File: src/rtl/usb_ctl_responder.sv
// rtl/usb_ctl_responder.sv - endpoint-0 standard-request engine with descriptor ROM streaming
module usb_ctl_responder #(
    parameter int ROM_AW   = 6,
    parameter int DEV_BASE = 0,
    parameter int DEV_LEN  = 18,
    parameter int CFG_BASE = 18,
    parameter int CFG_LEN  = 18
) (
    input  logic              clk,
    input  logic              rst,
    input  logic              ctl_start,
    input  logic [3:0]        ctl_endpoint,
    input  logic [7:0]        ctl_request_type,
    input  logic [7:0]        ctl_request,
    input  logic [15:0]       ctl_value,
    input  logic [15:0]       ctl_index,
    input  logic [15:0]       ctl_length,
    input  logic              ctl_done,
    output logic              rom_en,
    output logic [ROM_AW-1:0] rom_addr,
    input  logic [7:0]        rom_data,
    output logic [7:0]        xfer_tx_tdata,
    output logic              xfer_tx_tlast,
    output logic              xfer_tx_tvalid,
    input  logic              xfer_tx_tready,
    input  logic [7:0]        xfer_rx_tdata,
    input  logic              xfer_rx_tlast,
    input  logic              xfer_rx_tvalid,
    output logic              xfer_rx_tready,
    output logic              req_stall,
    output logic [6:0]        device_addr,
    output logic              configured
);
    localparam logic [2:0] S_IDLE = 3'd0, S_DECODE = 3'd1, S_PRIME = 3'd2,
                           S_SEND = 3'd3, S_SINK = 3'd4, S_WAIT = 3'd5;
    localparam logic [1:0] K_NONE = 2'd0, K_ADDR = 2'd1, K_CFG = 2'd2;

    logic [2:0]        state_q, state_d;
    logic [3:0]        ep_q, ep_d;
    logic [7:0]        rtype_q, rtype_d, req_q, req_d;
    logic [15:0]       value_q, value_d, length_q, length_d;
    logic              stall_q, stall_d, cfg_q, cfg_d, pend_cfg_q, pend_cfg_d;
    logic [6:0]        dev_addr_q, dev_addr_d, pend_addr_q, pend_addr_d;
    logic [1:0]        kind_q, kind_d, fifo_cnt_q, fifo_cnt_d;
    logic [ROM_AW-1:0] addr_q, addr_d;
    logic [15:0]       issue_left_q, issue_left_d, remain_q, remain_d;
    logic              inflight_q, inflight_d, out_valid_q, out_valid_d;
    logic [7:0]        fifo0_q, fifo0_d, fifo1_q, fifo1_d, out_data_q, out_data_d;

    logic              rom_en_c, fire, load, push, pop, issue;
    logic [ROM_AW-1:0] rom_addr_c, dec_base;
    logic [15:0]       dec_len, dec_cnt;
    logic              unused_ok;

    assign unused_ok = ^{ctl_index, xfer_rx_tdata};

    always_comb begin
        state_d = state_q;  ep_d = ep_q;  rtype_d = rtype_q;  req_d = req_q;
        value_d = value_q;  length_d = length_q;  stall_d = stall_q;  cfg_d = cfg_q;
        pend_cfg_d = pend_cfg_q;  dev_addr_d = dev_addr_q;  pend_addr_d = pend_addr_q;
        kind_d = kind_q;  fifo_cnt_d = fifo_cnt_q;  addr_d = addr_q;
        issue_left_d = issue_left_q;  remain_d = remain_q;  inflight_d = inflight_q;
        out_valid_d = out_valid_q;  fifo0_d = fifo0_q;  fifo1_d = fifo1_q;  out_data_d = out_data_q;
        rom_en_c = 1'b0;  rom_addr_c = addr_q;
        load = 1'b0;  push = 1'b0;  pop = 1'b0;  issue = 1'b0;
        fire = out_valid_q & xfer_tx_tready;
        dec_len  = (value_q[15:8] == 8'd1) ? 16'(DEV_LEN) : 16'(CFG_LEN);
        dec_base = (value_q[15:8] == 8'd1) ? ROM_AW'(DEV_BASE) : ROM_AW'(CFG_BASE);
        dec_cnt  = (length_q < dec_len) ? length_q : dec_len;

        case (state_q)
            S_DECODE: begin
                kind_d = K_NONE;
                if (ep_q != 4'd0) begin
                    stall_d = 1'b1;
                    state_d = S_IDLE;
                end else if (rtype_q == 8'h80 && req_q == 8'h06 &&
                             (value_q[15:8] == 8'd1 || value_q[15:8] == 8'd2)) begin
                    remain_d = dec_cnt;
                    if (dec_cnt == 16'd0) begin
                        state_d = S_WAIT;
                    end else begin
                        // first ROM read goes out here so PRIME can capture it
                        rom_en_c     = 1'b1;
                        rom_addr_c   = dec_base;
                        addr_d       = dec_base + ROM_AW'(1);
                        issue_left_d = dec_cnt - 16'd1;
                        inflight_d   = 1'b1;
                        state_d      = S_PRIME;
                    end
                end else if (rtype_q == 8'h00 && req_q == 8'h05) begin
                    pend_addr_d = value_q[6:0];
                    kind_d      = K_ADDR;
                    state_d     = S_WAIT;
                end else if (rtype_q == 8'h00 && req_q == 8'h09) begin
                    pend_cfg_d = |value_q[7:0];
                    kind_d     = K_CFG;
                    state_d    = S_WAIT;
                end else if (!rtype_q[7] && length_q != 16'd0) begin
                    state_d = S_SINK;
                end else begin
                    stall_d = 1'b1;
                    state_d = S_IDLE;
                end
            end
            S_PRIME, S_SEND: begin
                load = !out_valid_q | fire;
                if (load) begin
                    if (fifo_cnt_q != 2'd0) begin
                        out_data_d  = fifo0_q;
                        out_valid_d = 1'b1;
                        pop         = 1'b1;
                    end else if (inflight_q) begin
                        out_data_d  = rom_data;
                        out_valid_d = 1'b1;
                    end else begin
                        out_valid_d = 1'b0;
                    end
                end
                push = inflight_q & !(load & (fifo_cnt_q == 2'd0));
                case ({push, pop})
                    2'b10: begin
                        if (fifo_cnt_q == 2'd0) fifo0_d = rom_data;
                        else                    fifo1_d = rom_data;
                        fifo_cnt_d = fifo_cnt_q + 2'd1;
                    end
                    2'b01: begin
                        fifo0_d    = fifo1_q;
                        fifo_cnt_d = fifo_cnt_q - 2'd1;
                    end
                    2'b11: begin
                        if (fifo_cnt_q == 2'd1) begin
                            fifo0_d = rom_data;
                        end else begin
                            fifo0_d = fifo1_q;
                            fifo1_d = rom_data;
                        end
                    end
                    default: ;
                endcase
                // skid holds at most two bytes counting the read in flight
                issue = (issue_left_q != 16'd0) && ((fifo_cnt_q + {1'b0, inflight_q}) < 2'd2);
                if (issue) begin
                    rom_en_c     = 1'b1;
                    addr_d       = addr_q + ROM_AW'(1);
                    issue_left_d = issue_left_q - 16'd1;
                end
                inflight_d = issue;
                if (fire) begin
                    remain_d = remain_q - 16'd1;
                    if (remain_q == 16'd1) begin
                        out_valid_d = 1'b0;
                        state_d     = S_WAIT;
                    end
                end
                if (state_q == S_PRIME) state_d = S_SEND;
            end
            S_SINK: begin
                if (xfer_rx_tvalid && xfer_rx_tlast) state_d = S_WAIT;
            end
            S_WAIT: begin
                if (ctl_done) begin
                    if (kind_q == K_ADDR) dev_addr_d = pend_addr_q;
                    if (kind_q == K_CFG)  cfg_d      = pend_cfg_q;
                    state_d = S_IDLE;
                end
            end
            default: ;
        endcase

        if (ctl_start) begin
            ep_d = ctl_endpoint;  rtype_d = ctl_request_type;  req_d = ctl_request;
            value_d = ctl_value;  length_d = ctl_length;
            stall_d = 1'b0;  state_d = S_DECODE;
            out_valid_d = 1'b0;  fifo_cnt_d = 2'd0;  inflight_d = 1'b0;  rom_en_c = 1'b0;
        end
    end

    always_ff @(posedge clk) begin
        if (rst) begin
            state_q <= S_IDLE;  ep_q <= '0;  rtype_q <= '0;  req_q <= '0;
            value_q <= '0;  length_q <= '0;  stall_q <= 1'b0;  cfg_q <= 1'b0;
            pend_cfg_q <= 1'b0;  dev_addr_q <= '0;  pend_addr_q <= '0;  kind_q <= K_NONE;
            fifo_cnt_q <= '0;  addr_q <= '0;  issue_left_q <= '0;  remain_q <= '0;
            inflight_q <= 1'b0;  out_valid_q <= 1'b0;  fifo0_q <= '0;  fifo1_q <= '0;
            out_data_q <= '0;
        end else begin
            state_q <= state_d;  ep_q <= ep_d;  rtype_q <= rtype_d;  req_q <= req_d;
            value_q <= value_d;  length_q <= length_d;  stall_q <= stall_d;  cfg_q <= cfg_d;
            pend_cfg_q <= pend_cfg_d;  dev_addr_q <= dev_addr_d;  pend_addr_q <= pend_addr_d;
            kind_q <= kind_d;  fifo_cnt_q <= fifo_cnt_d;  addr_q <= addr_d;
            issue_left_q <= issue_left_d;  remain_q <= remain_d;  inflight_q <= inflight_d;
            out_valid_q <= out_valid_d;  fifo0_q <= fifo0_d;  fifo1_q <= fifo1_d;
            out_data_q <= out_data_d;
        end
    end

    assign rom_en         = rom_en_c;
    assign rom_addr       = rom_en_c ? rom_addr_c : '0;
    assign xfer_tx_tdata  = out_data_q;
    assign xfer_tx_tvalid = out_valid_q;
    assign xfer_tx_tlast  = out_valid_q & (remain_q == 16'd1);
    assign xfer_rx_tready = (state_q == S_SINK);
    assign req_stall      = stall_q;
    assign device_addr    = dev_addr_q;
    assign configured     = cfg_q;
endmodule
File: config.mk
export PLATFORM = sky130hd
export DESIGN_NAME = usb_ctl_responder
export DESIGN_NICKNAME = d
export VERILOG_FILES = /design/src/rtl/usb_ctl_responder.sv
export SDC_FILE = /design/constraint.sdc
export NUM_CORES = 1
export LEC_CHECK = 0
export CAP_MARGIN = 20
export CELL_PAD_IN_SITES_DETAIL_PLACEMENT = 0
export CELL_PAD_IN_SITES_GLOBAL_PLACEMENT = 1
export CORE_ASPECT_RATIO = 1.2
export CORE_MARGIN = 10
export CORE_UTILIZATION = 25
export CTS_CLUSTER_SIZE = 24
export DETAILED_ROUTE_END_ITERATION = 10
export PLACE_DENSITY_LB_ADDON = 0.1
export SLEW_MARGIN = 15
export SYNTH_ARGS = -nofsm -noshare
export SYNTH_HDL_FRONTEND = slang
export SYNTH_SLANG_ARGS = --single-unit
File: constraint.sdc
create_clock -name clk -period 4.2 [get_ports clk]
set_input_delay 0.84 -clock clk [delete_from_list [all_inputs] [get_ports clk]]
set_output_delay 0.84 -clock clk [all_outputs]
set_load 0.01 [all_outputs]
==> out/results.ini, run 1 <==
[placed_design]
io_buffer_count = 93
placedInstanceArea_um2 = 8040
place.detailed.hpwl_um = 14300
detailedPlace.worstSlack_ps = 599
gp_routability_congestion = 0.779

[die]
fp.dieW_um = 169
die-area_um2 = 33800
rows = 65
core_area_um2 = 26400
floorplan.io_pins = 118
start_util_pct = 25.4
die_h_um = 199

[sta]
postLayoutSetupSlackWorst_ps = 239
worst_clock_skew_ps = 12.2
worstMarginPinSlew_ps = 963
number_of_slew_limit_violations_in_the_final_report = 0
slew_headroom_pct = 35.5
timing.final.crit_share_pct = 94.3
grt_setup_unrepaired = no
layout_min_cycle_time_ps = 3960
fmax_mhz = 252
totalNegativeSetupSlack_ps = 0
finalSetupViolations = 0
report.final.hold_viol_count = 0

[global_route]
grt_pass1_wl_um = 32300
first_global_vias = 5967
grt_overflow = 0
grt_antenna_before_repair = 1
groute.usage.overall_pct = 11.8
grt_max_degree = 60

[pwr]
power.density_nw_per_um2 = 390
vdd_ir_max_mv = 0.275
p_leak_nw = 3.18

[synth]
mappedNetlistNets = 874
synthCells = 776
yosys_register_bits = 140
post_synth.cell_area_avg_um2 = 8.64
synth-main-ff-cell = sky130_fd_sc_hd__dfxtp_1
postSynth.asyncResetShare_pct = 0
synthDistinctLibCells = 72
number_of_enable_flip_flop_cells_after_synthesis = 0
ys_warn_count = 0
ys_seq_area_share_pct = 41.8
synthesis.area_um2 = 6700

[clock_tree]
clock-sinks = 140
cts_tree = built
cts_max_path_buffers = 2
worst_skew_pair.late_latency_ps = 420
clkTransAtPathRegs_ps = 60
cts-buffers-inserted = 17
clk_root_buffer_cell = sky130_fd_sc_hd__clkbuf_16
htree_levels = 4
cts_post_setup_buffers_inserted = 0

[run]
drv_cap = 0

[setup_path]
criticalPathCategory = reg -> out
worstPathRequired_ps = 3360
capturing_point_of_the_worst_reg2reg_path = issue_left_q[14]
cp_cell_sequence = or4_4 > or3_4 > nor4_4 > a31oi_1 > nor2b_1 > and2_1 > clkdlybuf4s50_1
critical-path-max-stage-delay_ps = 530
worstPathMaxFanout = 5
setup.worst_path.start_class = flip-flop
critical_path_buf_inv_count = 1
critical_path_end_type = output port
rrSetupSlack_ps = 750
cpLargestDelayFamily = simple AND/OR/NAND/NOR gates
worstPathArrival_ps = 3120
cp_slowest_cell = sky130_fd_sc_hd__or4_4
reg2reg_from = length_q[12]
reg2regPathDepth = 10

[route]
post-route-drc-count = 0
dr_vias = 5964
viasPerCell = 4.93
detail_route.wl_per_cell_um = 16.4
dr.pass1.iters = 5
drt_iter0_markers = 328
postRouteWirelength_um = 19900
antenna_left = 0

[final_layout]
drive_above_1_share_pct = 8.48
multi_input_comb_area_um2 = 3650
layout.filler_cells = 2757
final_nets = 959
post-route-cell-area_um2 = 8650
reg_area_um2 = 2800
flow.area_growth_from_synthesis_pct = 29.0

[outcome]
status = complete, no violations

[worst_hold_path]
type_of_the_worst_min_delay_path = reg -> reg
worst_hold_path_endpoint = issue_left_q[15]
hold_path_depth = 2
holdCritStartpoint = issue_left_q[15]

## synthesized netlist by cell type (10+ instances only)
| cell type | count | area [µm²] |
|---|---|---|
| sky130_fd_sc_hd__inv_1 | 15 | 56.3 |
| sky130_fd_sc_hd__nand2_1 | 36 | 135 |
| sky130_fd_sc_hd__or4_1 | 12 | 90.1 |
| sky130_fd_sc_hd__nor3_1 | 21 | 105 |
| sky130_fd_sc_hd__dfxtp_1 | 140 | 2800 |
| sky130_fd_sc_hd__clkbuf_1 | 39 | 146 |
| sky130_fd_sc_hd__nand4_1 | 11 | 68.8 |
| sky130_fd_sc_hd__o21ai_0 | 29 | 145 |
| sky130_fd_sc_hd__nand3_1 | 20 | 100 |
| sky130_fd_sc_hd__nand2b_1 | 12 | 75.1 |
| sky130_fd_sc_hd__a211oi_1 | 23 | 173 |
| sky130_fd_sc_hd__nor2_1 | 131 | 492 |
| sky130_fd_sc_hd__mux2i_1 | 92 | 921 |
| sky130_fd_sc_hd__a21oi_1 | 53 | 265 |
| sky130_fd_sc_hd__nor4_1 | 10 | 62.6 |
## report_power, final
| part | internal [mW] | switching [mW] | total [mW] |
|---|---|---|---|
| registers | 1.37 | 0.0392 | 1.41 |
| clock network | 0.945 | 0.632 | 1.58 |
| logic | 0.175 | 0.207 | 0.383 |
| total | 2.49 | 0.878 | 3.37 |
## cell type report
cell class / count / area share (%)
Inverter: 16 / 0.694
Timing Repair Buffer: 115 / 12.8
Tap cell: 335 / 4.85
Antenna cell: 1 / 0.0289
Sequential cell: 140 / 32.4
Clock inverter: 14 / 2.08
Multi-Input combinational cell: 571 / 42.2
Clock buffer: 17 / 4.92
## tightest hold or removal path: cells and delay by family (launching register included)
kind | cells | cell delay [ps]
simple gates | 1 | 70
compound gates | 1 | 40
flops | 1 | 320
## per-layer routing
metal  vias to the layer above  share of wire (%)  track usage [%]
met2                       114                 49             19.9
met1                      2839                 45             14.3
met4                         0                1.1             3.94
met5                         -                  0                0
met3                        14                5.2             3.24
li1                       2997                  -                -
## stage by stage
| step | hold WS, ps | std cells | util, % | power (mW) |
|---|---|---|---|---|
| finish | 459 | 1209 | 32.8 | 3.37 |
| global placement | 448 | 1176 | 30.5 | 1.82 |
| floorplan | 426 | 776 | - | 1.66 |
| global route | 485 | 1208 | 32.8 | 3.53 |
| detailed placement | 451 | 1177 | 30.5 | 1.83 |
| CTS | 462 | 1208 | 32.8 | 3.43 |
## cells by family after synthesis
group,Yosys count,share of synthesized area [%]
AOI/OAI and AO/OA,166,16.2
xor gates and xnor gates,5,0.653
adders and majority gates,7,1.31
buffers and inverters,65,3.81
DFF,140,41.8
muxes,94,14.1
and+or+nand+nor,299,22.2
## worst max-delay path by stage
stage | endpoint | slack [ps] | start | cells after the start
2_1_floorplan | issue_left_q[10] | 760 | state_q[2] | 15
3_3_place_gp | rom_addr[5] | 570 | length_q[2] | 7
3_5_place_dp | rom_addr[5] | 600 | length_q[2] | 7
4_1_cts | rom_addr[5] | 130 | length_q[2] | 7
5_1_grt | rom_addr[0] | 90 | value_q[10] | 7
6_report | rom_addr[5] | 240 | value_q[10] | 7
## state kept, by name, summed over array words and instances, names as in the netlist, 16 cells and up
name	flops
length_q	16
issue_left_q	16
value_q	16
remain_q	16
## what timing repair did
action | CTS | global route
setup endpoints to repair | 0 | 1
resized for setup | 0 | 1
hold buffers | 0 | 0
## layout by cell type, fill, tap and decap left out, types with 21 or more instances in the layout
| cell type | netlist | layout |
|---|---|---|
| sky130_fd_sc_hd__dfxtp_1 | 140 | 140 |
| sky130_fd_sc_hd__clkdlybuf4s50_1 | 0 | 91 |
| sky130_fd_sc_hd__o21ai_0 | 29 | 29 |
| sky130_fd_sc_hd__a21oi_1 | 53 | 53 |
| sky130_fd_sc_hd__nor2_1 | 131 | 130 |
| sky130_fd_sc_hd__buf_4 | 0 | 22 |
| sky130_fd_sc_hd__nand2_1 | 36 | 36 |
| sky130_fd_sc_hd__a211oi_1 | 23 | 23 |
| sky130_fd_sc_hd__nor3_1 | 21 | 21 |
| sky130_fd_sc_hd__mux2i_1 | 92 | 92 |
Power figures use the tool's default switching activity.
==> run 2: changes to the inputs <==
SKIP_LAST_GASP = 1   (was not set)
clock period = 5.1 ns   (was 4.2 ns; I/O delays follow)
==> out/results.ini, run 2 (synthesized netlist as in run 1, its figures left out) <==
[sta]
grt_setup_unrepaired = no
worstMarginPinSlew_ps = 997
fmax_mhz = 228
timing.final.crit_share_pct = 86.1
worst_clock_skew_ps = 14.8
layout_min_cycle_time_ps = 4390
finalSetupViolations = 0
slew_headroom_pct = 33.2
report.final.hold_viol_count = 0
totalNegativeSetupSlack_ps = 0
number_of_slew_limit_violations_in_the_final_report = 0

[global_route]
groute.usage.overall_pct = 11.8
grt_antenna_before_repair = 1
grt_overflow = 0
grt_pass1_wl_um = 32400
grt_max_degree = 54
first_global_vias = 6167

[route]
dr.pass1.iters = 4
post-route-drc-count = 0
viasPerCell = 4.94
postRouteWirelength_um = 19800
drt_iter0_markers = 254
antenna_left = 0
dr_vias = 5936
detail_route.wl_per_cell_um = 16.4

[die]
die-area_um2 = 33800
start_util_pct = 25.4
rows = 65
die_h_um = 199
fp.dieW_um = 169
floorplan.io_pins = 118
core_area_um2 = 26400

[clock_tree]
cts.repair.resized = 0
cts-buffers-inserted = 17
clkTransAtPathRegs_ps = 70
htree_levels = 4
cts_tree = built
cts_hold_repair.buffers = 0
clk_root_buffer_cell = sky130_fd_sc_hd__clkbuf_16
cts_max_path_buffers = 2
worst_skew_pair.late_latency_ps = 430
cts_post_setup_buffers_inserted = 0
clock-sinks = 140

[final_layout]
multi_input_comb_area_um2 = 3660
layout_commonest_cell = sky130_fd_sc_hd__dfxtp_1
layoutNonFillerInstCount = 1202
layout.filler_cells = 2740
final_cell_mix = sky130_fd_sc_hd__dfxtp_1, sky130_fd_sc_hd__nor2_1, sky130_fd_sc_hd__mux2i_1, sky130_fd_sc_hd__clkdlybuf4s50_1, sky130_fd_sc_hd__a21oi_1
flow.area_growth_from_synthesis_pct = 28.2
final_nets = 952
drive_above_1_share_pct = 7.74
reg_area_um2 = 2800

[placed_design]
placedCellCount = 1170
io_buffer_count = 93
gp_routability_congestion = 0.786
place.detailed.hpwl_um = 14100

[pwr]
p_leak_nw = 3.15
power.density_nw_per_um2 = 323
vdd_ir_max_mv = 0.198

[setup_path]
criticalPathCategory = reg -> out
worstPathMaxFanout = 9
setup.worst_path.start_class = flip-flop
critical_path_end_type = output port
worstPathRequired_ps = 4080
reg2regPathDepth = 11
worstPathArrival_ps = 3370

[worst_hold_path]
hold_path_depth = 2
type_of_the_worst_min_delay_path = reg -> reg

[outcome]
status = complete, no violations

[run]
drv_cap = 0

[run 2: cell count changes in the layout (fill, tap and decap cells not counted), sizes merged]
| cell | before | now |
|---|---|---|
| buf | 24 | 17 |
| inv | 22 | 21 |
| clkinvlp | 2 | 1 |
| clkinv | 3 | 5 |
[run 2: per-stage QoR]
step / worst slack [ps] / instance area (µm²) / hold slack (ps) / util (%) / power [mW]
global placement: 1130 / 7970 / 443 / 30.2 / 1.49
global route: 423 / 8590 / 492 / 32.6 / 2.91
CTS: 631 / 8590 / 459 / 32.6 / 2.83
finish: 708 / 8590 / 460 / 32.6 / 2.77
floorplan: 1660 / 6700 / 426 / - / 1.37
detailed placement: 1110 / 7980 / 445 / 30.3 / 1.50
[run 2: layout make-up]
cell class / count / share of cell area (%)
clock inverter: 14 / 2.14
inverter: 16 / 0.699
clock buffer: 17 / 4.95
sequential: 140 / 32.6
multi-input combinational: 571 / 42.6
tap: 335 / 4.88
timing repair buffer: 108 / 12.1
antenna: 1 / 0.0291
[run 2: critical path, stage by stage, from the launching register on]
cell	delay, ps
sky130_fd_sc_hd__dfxtp_1	310
sky130_fd_sc_hd__nor4_1	400
sky130_fd_sc_hd__and4_1	550
sky130_fd_sc_hd__nand2_1	340
sky130_fd_sc_hd__a31oi_1	400
sky130_fd_sc_hd__nor2b_1	240
sky130_fd_sc_hd__and2_1	150
sky130_fd_sc_hd__clkdlybuf4s50_1	540
[run 2: layer usage]
metal | global-route usage [%] | share of wire [%] | vias to the layer above | wire, µm
met5 | 0 | 0 | - | 0
met4 | 5.12 | 2.3 | 0 | 450
met3 | 3.20 | 5.1 | 30 | 1010
met2 | 19.4 | 47 | 138 | 9380
met1 | 14.2 | 45 | 2802 | 8920
li1 | - | - | 2966 | -
[run 2: worst paths after layout]
path / from / to / slack (ps)
max: length_q[12] / rom_addr[5] / 710
min: pend_cfg_q / pend_cfg_q / 460
max reg2reg: state_q[2] / issue_left_q[14] / 1650
min reg2reg: pend_cfg_q / pend_cfg_q / 460
[run 2: report_power, final]
group	internal [mW]	switching, mW
clock network	0.779	0.525
logic	0.138	0.169
registers	1.13	0.0335
==> patch 1, RTL diff (config.mk and constraints of run 2) <==
`ep_q` no longer has a reset.
--- a/src/rtl/usb_ctl_responder.sv
+++ b/src/rtl/usb_ctl_responder.sv
@@ -180,3 +180,3 @@
         if (rst) begin
-            state_q <= S_IDLE;  ep_q <= '0;  rtype_q <= '0;  req_q <= '0;
+            state_q <= S_IDLE;  rtype_q <= '0;  req_q <= '0;
             value_q <= '0;  length_q <= '0;  stall_q <= 1'b0;  cfg_q <= 1'b0;
@@ -187,3 +187,3 @@
         end else begin
-            state_q <= state_d;  ep_q <= ep_d;  rtype_q <= rtype_d;  req_q <= req_d;
+            state_q <= state_d;  rtype_q <= rtype_d;  req_q <= req_d;
             value_q <= value_d;  length_q <= length_d;  stall_q <= stall_d;  cfg_q <= cfg_d;
@@ -195,2 +195,6 @@
         end
+    end
+
+    always_ff @(posedge clk) begin
+        ep_q <= ep_d;
     end
Formal check against the unedited RTL: same outputs for any inputs over 4 cycles, from zero or initial values and one cycle with rst high; that may be too few to reach the edited logic, so the function may still have changed.
==> patch 1 against run 2 <==
  * Design area shrank 1.9%
  * Total power rose by 1.7%
  * Routed wire length increased by 0.16%
  * Setup slack gained 0.018 ns
  * Die area decreased by 1.1%
  * Sequential cell count stayed put
  * Clock power shrank 7%
  * Area after synthesis down 1.3%
  * Critical endpoint unchanged
==> patch 1: results (changes against run 2) <==
crit_slowest_cell: "clkdlybuf4s50_1"
use_met1_pct: 14.24  # +0.076 points
syn_nets: 860  # -1.6%
maxSlewHeadroom_pct: 33.81  # +0.58 points
yosysSeqAreaShare_pct: 42.95  # +1.1 points
place_ws_ns: 1.092  # -0.01542 ns
grt_max_degree: 87  # +61%
synth_top_area_share_pct: 41.13  # -0.67 points
grt_pass1_wl_um: 32050  # -1.1%
dp_hpwl_um: 13990  # -0.95%
dr_wl_met3_um: 1010  # +0.30%
drive_gt1_share_pct: 7.991  # +0.25 points
worstRegToRegCells: 13  # +2
grtUsageTotal_pct: 11.89  # +0.068 points
met1_length_um: 8863  # -0.58%
cp_max_fo: 10  # +1
nets: 936  # -1.7%
synth_cells: 762  # -1.8%
synth_cell_types: 70  # -2.8%
reg2reg_to: "issue_left_q[6]$_SDFFE_PP0P_"
cts_resized: 0  # unchanged
irDropWorstVdd_mv: 0.2368  # +20%
ys_top_cells_by_area: "dfxtp_1, mux2i_1, nor2_1, a21oi_1, nand2_1"
status: "complete, no violations"
h-tree-depth: 4  # unchanged
routed_wl_um: 19780  # +0.16%
dr_wl_met2_um: 9736  # +3.8%
cts_buffers: 17  # unchanged
synth_edf_count: 4  # +4
antenna_found_initial: 1  # unchanged
routabilityCongestion: 0.7878  # +0.18%
wl_per_cell_um: 16.67  # +1.4%
reg2reg_from: "state_q[2]$_SDFFE_PP0P_"
synth_common_cells: "nor2_1, dfxtp_1, mux2i_1, nand2_1, a21oi_1"
grt_use_met2_pct: 20.18  # +0.74 points
fin_skew_ns: 0.01161  # -0.003163 ns
ff2ff_setup_slack_ns: 1.88  # +0.23 ns
cts.clk_slew.worst_paths_ns: 0.07  # about the same
port_buffers: 93  # unchanged
ys_dominant_reg_cell: "dfxtp_1"
arrival_ns: 3.35  # -0.02 ns
drtIter0Drc: 215  # -15%
placed_area_mm2: 0.007844  # -1.7%
worst_hold_startpoint: "pend_cfg_q$_SDFFE_PP0P_"
power_leakage_nw: 3.121  # -0.82%
cts_root_buffer: "clkbuf_16"
grt_pass1_vias: 5804  # -5.9%
vias: 5717  # -3.7%
met3_usage_pct: 3.590  # +0.39 points
holdWs_ns: 0.4620  # +0.002293 ns
==> patch 1: area by class of cell <==
class                      instances  area, µm²
tap                              335      419.2
inverter                          15      56.30
clock inverter                    15      153.9
multi-input combinational        563       3545
sequential                       140       2843
clock buffer                      17      425.4
antenna                            1      2.502
fill                            2742      17760
timing repair buffer             101      983.4
==> patch 1: worst max-delay path by stage <==
stage,start,to,slack [ns],depth (start not counted)
after global routing,length_q[9]$_SDFFE_PP0P_,rom_addr[5],0.37,9
after CTS,length_q[9]$_SDFFE_PP0P_,rom_addr[2],0.62,9
after global placement,length_q[9]$_SDFFE_PP0P_,rom_addr[2],1.13,9
final,length_q[9]$_SDFFE_PP0P_,rom_addr[5],0.73,9
after floorplan,length_q[9]$_SDFFE_PP0P_,rom_addr[0],1.92,7
after detailed placement,length_q[9]$_SDFFE_PP0P_,rom_addr[2],1.09,9
==> patch 1: worst max-delay path, delay by kind of cell (launching register included) <==
family,cells,cell delay [ns]
compound gates,1,0.30
simple gates,6,1.57
buf+inv,2,0.73
flops,1,0.31
==> patch 1: cells by family (layout without fill, tap and decap cells) <==
| logic type | count (synthesis) | after routing | synth area share [%] |
|---|---|---|---|
| and+or+nand+nor | 318 | 318 | 23.46 |
| DFF | 140 | 140 | 42.95 |
| AOI/OAI and AO/OA | 139 | 139 | 13.89 |
| muxes | 90 | 90 | 13.65 |
| buffers and inverters | 59 | 148 | 3.535 |
| xor gates and xnor gates | 9 | 9 | 1.191 |
| adders and majority gates | 7 | 7 | 1.323 |
| other | 0 | 1 | 0 |
==> patch 1: power breakdown <==
group	switching, W	leakage [nW]	internal (W)
sequential	0.0000395	1.15	0.00114
clock	0.000561	0.284	0.000652
combinational	0.000244	1.69	0.000181
==> patch 2, RTL diff (config.mk and constraints of run 2) <==
Without the edit above. Change the parameter `ROM_AW` from 6 to 7.
--- a/src/rtl/usb_ctl_responder.sv
+++ b/src/rtl/usb_ctl_responder.sv
@@ -2,3 +2,3 @@
 module usb_ctl_responder #(
-    parameter int ROM_AW   = 6,
+    parameter int ROM_AW   = 7,
     parameter int DEV_BASE = 0,
Interface: changed (resized rom_addr); port bits go from 118 to 119. The function was not compared with the original's and may differ.
==> patch 2 against run 2 <==
  * Area after synthesis up 2.0%
  * Maximum frequency up 3.9%
  * Routed wire length up 2.2%
  * Clock skew up 0.0022 ns
  * Non-clock buffer count unchanged
  * Critical path type unchanged
  * Design area up 1.2%
  * Sequential cell count up 1
  * Setup slack better by 0.16 ns
  * Total power down 0.20%
==> patch 2: results (changes against run 2) <==
ys_top_cells_by_area: "dfxtp_1, mux2i_1, nor2_1, a21oi_1, nand2_1"
arrival_ns: 3.21  # -0.16 ns
buffer_area_share_pct: 11.98  # -0.15 points
synth_common_cells: "dfxtp_1, nor2_1, mux2i_1, nand2_1, a21oi_1"
dr_wl_met2_um: 9829  # +4.8%
nets: 971  # +2.0%
worst_hold_path.num_cells: 1  # -1
status: "complete, no violations"
seq_share_pct: 32.47  # -0.14 points
syn_avg_cell_area_um2: 8.665  # +0.30%
worstRegToRegCells: 12  # +1
top_layer: "met4"
synth_cell_types: 68  # -5.6%
crit_start: "length_q[14]$_SDFFE_PP0P_"
routed_wl_um: 20190  # +2.2%
antenna_found_initial: 0  # -1
drtPass1Iterations: 5  # +1
drtIter0Drc: 287  # +13%
viasPerCell: 4.899  # -0.80%
cp_max_fo: 8  # -1
fillers: 2790  # +1.8%
cts_resized: 0  # unchanged
holdWs_ns: 0.4718  # +0.01210 ns
reg2reg_to: "issue_left_q[12]$_SDFFE_PP0P_"
yosysSeqAreaShare_pct: 41.29  # -0.52 points
maxSlewHeadroom_pct: 29.23  # -4.0 points
irDropWorstVdd_mv: 0.1784  # -9.7%
met3_usage_pct: 3.799  # +0.60 points
inverters_excl_clock: 14  # -2
grt_max_degree: 83  # +54%
comb.multi_input.count: 591  # +3.5%
port_buffers: 94  # +1.1%
drive_gt1_share_pct: 8.126  # +0.39 points
grt_pass1_vias: 6134  # -0.54%
dr_wl_met3_um: 970  # -3.7%
dp_hpwl_um: 14200  # +0.55%
p_sw_share_pct: 29.69  # +3.5 points
power_leakage_nw: 3.146  # about the same
cpPeakStageDelay_ns: 0.57  # +0.02 ns
diodes: 0  # -1
patch 2: cells by family (layout without fill, tap and decap cells):
| kind of cell | count (synthesis) | in the layout | share of synthesized area (%) |
|---|---|---|---|
| adders and majority gates | 7 | 7 | 1.281 |
| and+or+nand+nor | 328 | 328 | 24.51 |
| xor gates and xnor gates | 4 | 4 | 0.5125 |
| AOI/OAI and AO/OA | 159 | 159 | 15.15 |
| buffers and inverters | 57 | 154 | 3.642 |
| DFF | 141 | 141 | 41.29 |
| muxes | 93 | 93 | 13.62 |
patch 2: metrics by stage:
stage / instance area [µm²] / worst slack, ns / total power, W / utilization [%]
final: 8692 / 0.8728 / 0.002769 / 32.19
after global routing: 8692 / 0.6666 / 0.002904 / 32.19
after CTS: 8692 / 0.7845 / 0.002818 / 32.19
after detailed placement: 8118 / 1.254 / 0.001570 / 30.06
after global placement: 8118 / 1.293 / 0.001563 / 30.06
after floorplan: 6837 / 1.983 / 0.001432 / -
